--- src/rtl/ddr_out_pkg.sv ---
// Shared constants and the per-bit r/s/ce priority rule used by both edge flops
// of the DDR output register.
package ddr_out_pkg;

  localparam string SR_SYNC  = "SYNC";
  localparam string SR_ASYNC = "ASYNC";

  // Reset beats set, set beats load, otherwise hold the current output bit.
  function automatic logic next_val(
    input logic r,
    input logic s,
    input logic ce,
    input logic d,
    input logic cur
  );
    if (r) begin
      return 1'b0;
    end else if (s) begin
      return 1'b1;
    end else if (ce) begin
      return d;
    end else begin
      return cur;
    end
  endfunction

endpackage

--- src/rtl/ddr_edge_flop.sv ---
// One edge of the DDR output pair. Stores (next output ^ partner flop) so that
// the XOR of both flops always equals the current output.
module ddr_edge_flop
  import ddr_out_pkg::*;
#(
  parameter int unsigned      WIDTH    = 1,
  parameter logic [WIDTH-1:0] INIT     = '0,
  parameter string            SRTYPE   = SR_SYNC,
  parameter bit               NEG_EDGE = 1'b0
) (
  input  logic             clk,
  input  logic             rst_n,
  input  logic             ce,
  input  logic             r,
  input  logic             s,
  input  logic [WIDTH-1:0] d,
  input  logic [WIDTH-1:0] partner,
  output logic [WIDTH-1:0] val
);

  localparam bit ASYNC_SR = (SRTYPE == SR_ASYNC);

  logic [WIDTH-1:0] cur_out;
  logic [WIDTH-1:0] flop_d;
  logic [WIDTH-1:0] flop_q;

  // cur_out is the value the pin currently shows; a hold must reproduce it.
  always_comb begin
    cur_out = flop_q ^ partner;
    if (ASYNC_SR && r) begin
      cur_out = '0;
    end else if (ASYNC_SR && s) begin
      cur_out = '1;
    end
    flop_d = '0;
    for (int i = 0; i < int'(WIDTH); i++) begin
      flop_d[i] = next_val(r, s, ce, d[i], cur_out[i]) ^ partner[i];
    end
  end

  if (NEG_EDGE) begin : g_neg
    always_ff @(negedge clk or negedge rst_n) begin
      if (!rst_n) begin
        flop_q <= INIT;
      end else begin
        flop_q <= flop_d;
      end
    end
  end else begin : g_pos
    always_ff @(posedge clk or negedge rst_n) begin
      if (!rst_n) begin
        flop_q <= INIT;
      end else begin
        flop_q <= flop_d;
      end
    end
  end

  assign val = flop_q;

endmodule

--- src/rtl/ddr_out_reg.sv ---
// Dual-data-rate output register: d0 launched on the rising edge, d1 on the falling
// edge. Optional tristate request port enabled with `define DDR_OUT_REG_TRISTATE_EN.
module ddr_out_reg
  import ddr_out_pkg::*;
#(
  parameter int unsigned      WIDTH  = 1,
  parameter logic [WIDTH-1:0] INIT   = '0,
  parameter string            SRTYPE = SR_SYNC
) (
  input  logic             sys_clk,
  input  logic             sys_rst_n,
  input  logic             ce,
  input  logic [WIDTH-1:0] d0,
  input  logic [WIDTH-1:0] d1,
  input  logic             r,
  input  logic             s,
`ifdef DDR_OUT_REG_TRISTATE_EN
  input  logic             oe,
  output logic             q_t,
`endif
  output logic [WIDTH-1:0] q
);

  localparam bit ASYNC_SR = (SRTYPE == SR_ASYNC);

  logic [WIDTH-1:0] rise_val;
  logic [WIDTH-1:0] fall_val;

  // The rising flop carries INIT so that the XOR of the pair equals INIT in reset.
  ddr_edge_flop #(
    .WIDTH   (WIDTH),
    .INIT    (INIT),
    .SRTYPE  (SRTYPE),
    .NEG_EDGE(1'b0)
  ) u_rise (
    .clk    (sys_clk),
    .rst_n  (sys_rst_n),
    .ce     (ce),
    .r      (r),
    .s      (s),
    .d      (d0),
    .partner(fall_val),
    .val    (rise_val)
  );

  ddr_edge_flop #(
    .WIDTH   (WIDTH),
    .INIT    ('0),
    .SRTYPE  (SRTYPE),
    .NEG_EDGE(1'b1)
  ) u_fall (
    .clk    (sys_clk),
    .rst_n  (sys_rst_n),
    .ce     (ce),
    .r      (r),
    .s      (s),
    .d      (d1),
    .partner(rise_val),
    .val    (fall_val)
  );

  always_comb begin
    q = rise_val ^ fall_val;
    if (ASYNC_SR && r) begin
      q = '0;
    end else if (ASYNC_SR && s) begin
      q = '1;
    end
  end

`ifdef DDR_OUT_REG_TRISTATE_EN
  logic t_d;
  logic t_q;

  // r and s both request high-Z, so they share the "set" slot of the rule.
  always_comb begin
    t_d = next_val(1'b0, r | s, ce, ~oe, t_q);
  end

  always_ff @(posedge sys_clk or negedge sys_rst_n) begin
    if (!sys_rst_n) begin
      t_q <= 1'b1;
    end else begin
      t_q <= t_d;
    end
  end

  assign q_t = t_q;
`endif

endmodule

--- config.mk ---
export PLATFORM = sky130hd
export DESIGN_NAME = ddr_out_reg
export DESIGN_NICKNAME = d
export VERILOG_FILES = /design/src/rtl/ddr_out_pkg.sv /design/src/rtl/ddr_edge_flop.sv /design/src/rtl/ddr_out_reg.sv
export SDC_FILE = /design/constraint.sdc
export NUM_CORES = 1
export LEC_CHECK = 0
export BUFFER_PORTS_ARGS = -buffer_cell sky130_fd_sc_hd__buf_4
export CORE_AREA = 2 2 39 41
export DETAILED_ROUTE_END_ITERATION = 6
export DIE_AREA = 0 0 41 43
export MAX_ROUTING_LAYER = met4
export PLACE_DENSITY = 0.35
export SYNTH_ARGS = -nofsm -noshare
export SYNTH_HDL_FRONTEND = slang
export SYNTH_SLANG_ARGS = --single-unit
--- constraint.sdc ---
create_clock -name sys_clk -period 2.6 [get_ports sys_clk]
set_clock_uncertainty 0.05 [all_clocks]
set_input_delay 0.39 -clock sys_clk [delete_from_list [all_inputs] [get_ports sys_clk]]
set_output_delay 0.39 -clock sys_clk [all_outputs]
set_load 0.005 [all_outputs]
==> flow_metrics.py <==
metrics = {
    "layout": {
        "synthToLayoutAreaGrowth_pct": 75.00,
        "nNetsFinal": 40,
        "drive_above_1_share": 0.5000,
        "antenna_cells": 0,
        "final_cells": 48,
    },
    "setup_path": {
        "critPathSlowestCell": "dfrtn_1",
        "critPathMaxStageDelay_ns": 0.41,
        "cp-end-kind": "primary output",
        "critPathKind": "register to primary output",
        "crit_path_max_fanout": 2,
        "startpoint_type": "register",
        "crit_chain": "xor2_1, buf_4",
        "cp.required_ns": 2.16,
        "arrival_ns": 2.22,
        "worstRegToRegCells": 4,
    },
    "synth": {
        "synth_edf_count": 0,
        "synthMuxAreaShare": 0.08824,
        "synth_top_area_cell": "dfrtn_1",
        "synth_area_um2": 170.2,
        "ys_types": 15,
        "synth_common_cells": "a31oi_1, inv_1, nand3b_1",
        "ys_top_cells_by_area": "dfrtn_1, dfrtp_1, mux2_4",
        "ys_warn_count": 0,
        "synth_top_area_frac": 0.1471,
        "seq_area_frac_synth": 0.2941,
        "yosys_register_bits": 2,
        "synth-compound-area-share": 0.2647,
        "syn_nets": 25,
        "ys.flop_type": "dfrtp_1",
        "yosys.area_share.xor_xnor": 0.05147,
        "async_flop_share": 1.000,
        "synth_cells": 18,
        "synth_adder_area_share": 0,
        "synthSimpleGateAreaFrac": 0.1912,
        "synth_top_family_by_area": "compound AO/OA/AOI/OAI gates",
        "syn_area_per_cell_um2": 9.454,
    },
    "power_and_ir_drop": {
        "netSwitchingFraction": 0.3058,
        "p_clk_frac": 0.355,
        "ir_drop_mv": 0.1551,
        "p_switching_mw": 0.06958,
        "p_seq_frac": 0.204,
        "finalPower_mw": 0.2276,
        "power_density_nw_per_um2": 764.2,
        "power.internal_mw": 0.1580,
        "total_leakage_power_nw": 0.1317,
        "pwr-share-comb": 0.441,
    },
    "placement": {
        "dp_cells": 42,
        "routabilityCongestion": 0.6142,
        "post-dp-hpwl_um": 331.4,
        "portBuffers": 7,
    },
    "timing": {
        "grt_setup_unrepaired": "yes",
        "final-max-slew-violation-count": 0,
        "tightestPinTransition_ns": 0.2398,
        "final.setup.worst_slack_ns": -0.06461,
        "hold_slack_ns": 0.3132,
        "setup_viol": 2,
        "final_hold_viol_count": 0,
        "slew_headroom": 0.8399,
    },
    "routing": {
        "vias_per_cell": 4.104,
        "drt-pass1-iter-count": 4,
        "ant_nets": 0,
        "drt_iter0_drc": 5,
        "drc": 0,
        "routed-via-count": 197,
        "wl_per_cell_um": 10.75,
        "routed_wl_um": 516,
    },
    "cts": {
        "cts_buffers": 3,
        "cts-root-buf": "clkbuf_4",
        "clkSinkCount": 2,
        "clkTransAtPathRegs_ns": 0.04,
        "cts_max_level": 1,
        "cts_tree": "yes",
        "clk_path_buf_depth": 2,
        "clock_latency_ns": 0.24,
    },
    "floorplanning": {
        "die_area_um2": 1763,
        "io_pins": 8,
        "die_y_um": 43,
        "initial_core_util": 0.1230,
        "rows": 14,
        "core_um2": 1384,
        "die_x_um": 41,
    },
    "status": {
        "violations": "setup timing",
        "status": "finished with violations",
    },
    "grt": {
        "grt_pass1_wl_um": 745,
        "grt_pass1_vias": 198,
        "grt_antenna_before_repair": 0,
        "grt_overflow": 0,
        "grt_max_degree": 7,
        "grt_usage": 0.06776,
    },
    "hold_path": {
        "hold_class": "primary input to register",
        "whs_path_depth": 2,
    },
    "run": {
        "maxCapViolCount": 0,
    },
}
## logic make-up (layout without fill, tap and decap cells)
family | Yosys count | after routing
AO/OA/AOI/OAI | 6 | 6
AND/OR/NAND/NOR | 5 | 5
buffers and inverters | 3 | 17
flip-flops | 2 | 2
XOR/XNOR | 1 | 1
multiplexers | 1 | 1
## final cells by class
class                   instances  area (um^2)
fillers                       157         1086
inverters                       2        7.507
multi-input cells              13        108.9
repair buffers                 11        85.08
well taps                      16        20.02
flip-flops and latches          2        50.05
clock buffers                   4        26.28
## cell usage in the layout, fill, tap and decap left out
cell / count
clkbuf_4: 3
dfrtn_1: 1
o311ai_2: 1
nor3_1: 1
clkbuf_1: 1
o221a_2: 1
a21oi_1: 1
a31oi_1: 2
nor4_1: 1
dlygate4sd3_1: 1
dfrtp_1: 1
o31ai_1: 1
buf_4: 10
inv_1: 2
xor2_1: 1
nand2b_1: 1
mux2_4: 1
nand3b_1: 2
## flip-flops by register name, summed over array words and instances, names as in the netlist
| register | count |
|---|---|
| u_fall.val | 1 |
| u_rise.val | 1 |
## worst max-delay path: cells and delay by family (launching register included)
family | cells | cell delay [ns]
flip-flops | 1 | 0.41
buffers and inverters | 1 | 0.13
XOR/XNOR | 1 | 0.14
## power groups by stage
stage               sequential, mW  clock (mW)  combinational [mW]
CTS                         0.0468      0.0870              0.0945
global placement            0.0502           0              0.0827
floorplan                   0.0491           0              0.0494
detailed placement          0.0496           0              0.0846
global route                0.0483      0.0902               0.111
finish                      0.0465      0.0807               0.100
## through the flow
stage	setup TNS (ns)	area [um^2]	util	setup WS, ns
2_1_floorplan	0	170.2	-	0.07030
6_report	-0.08911	297.8	0.2152	-0.06461
3_5_place_dp	0	246.5	0.1781	0.04808
5_1_grt	-0.2481	297.8	0.2152	-0.1278
4_1_cts	-0.08520	290.3	0.2098	-0.08520
3_3_place_gp	0	246.5	0.1781	0.06806
## worst paths after layout
| path | start | slack (ns) | end |
|---|---|---|---|
| worst min register to register | u_rise.val | 0.71 | u_rise.val |
| worst min-delay path | ce | 0.31 | u_rise.val |
| min in group asynchronous | sys_rst_n | 0.43 | u_rise.val |
| worst max register to register | u_fall.val | -0.02 | u_rise.val |
| max in group asynchronous | sys_rst_n | 0.77 | u_fall.val |
| worst max-delay path | u_fall.val | -0.06 | q |
## metal layers
layer	wire (um)	part of all wire	GRT usage	vias up
li1	-	-	-	97
met1	234	0.45	0.08946	88
met2	219	0.42	0.08125	10
met3	41	0.079	0	2
met4	21	0.041	0.08000	0
met5	0	0	-	-
## repair_timing
item	4_1_cts	5_1_grt
pin swaps	1	0
setup endpoints to repair	1	2
gates cloned	0	0
buffers inserted	1	0
hold buffers	1	0
resized for setup	0	1
endpoints found under the hold margin	1	0
(Power assumes the default switching activity.)
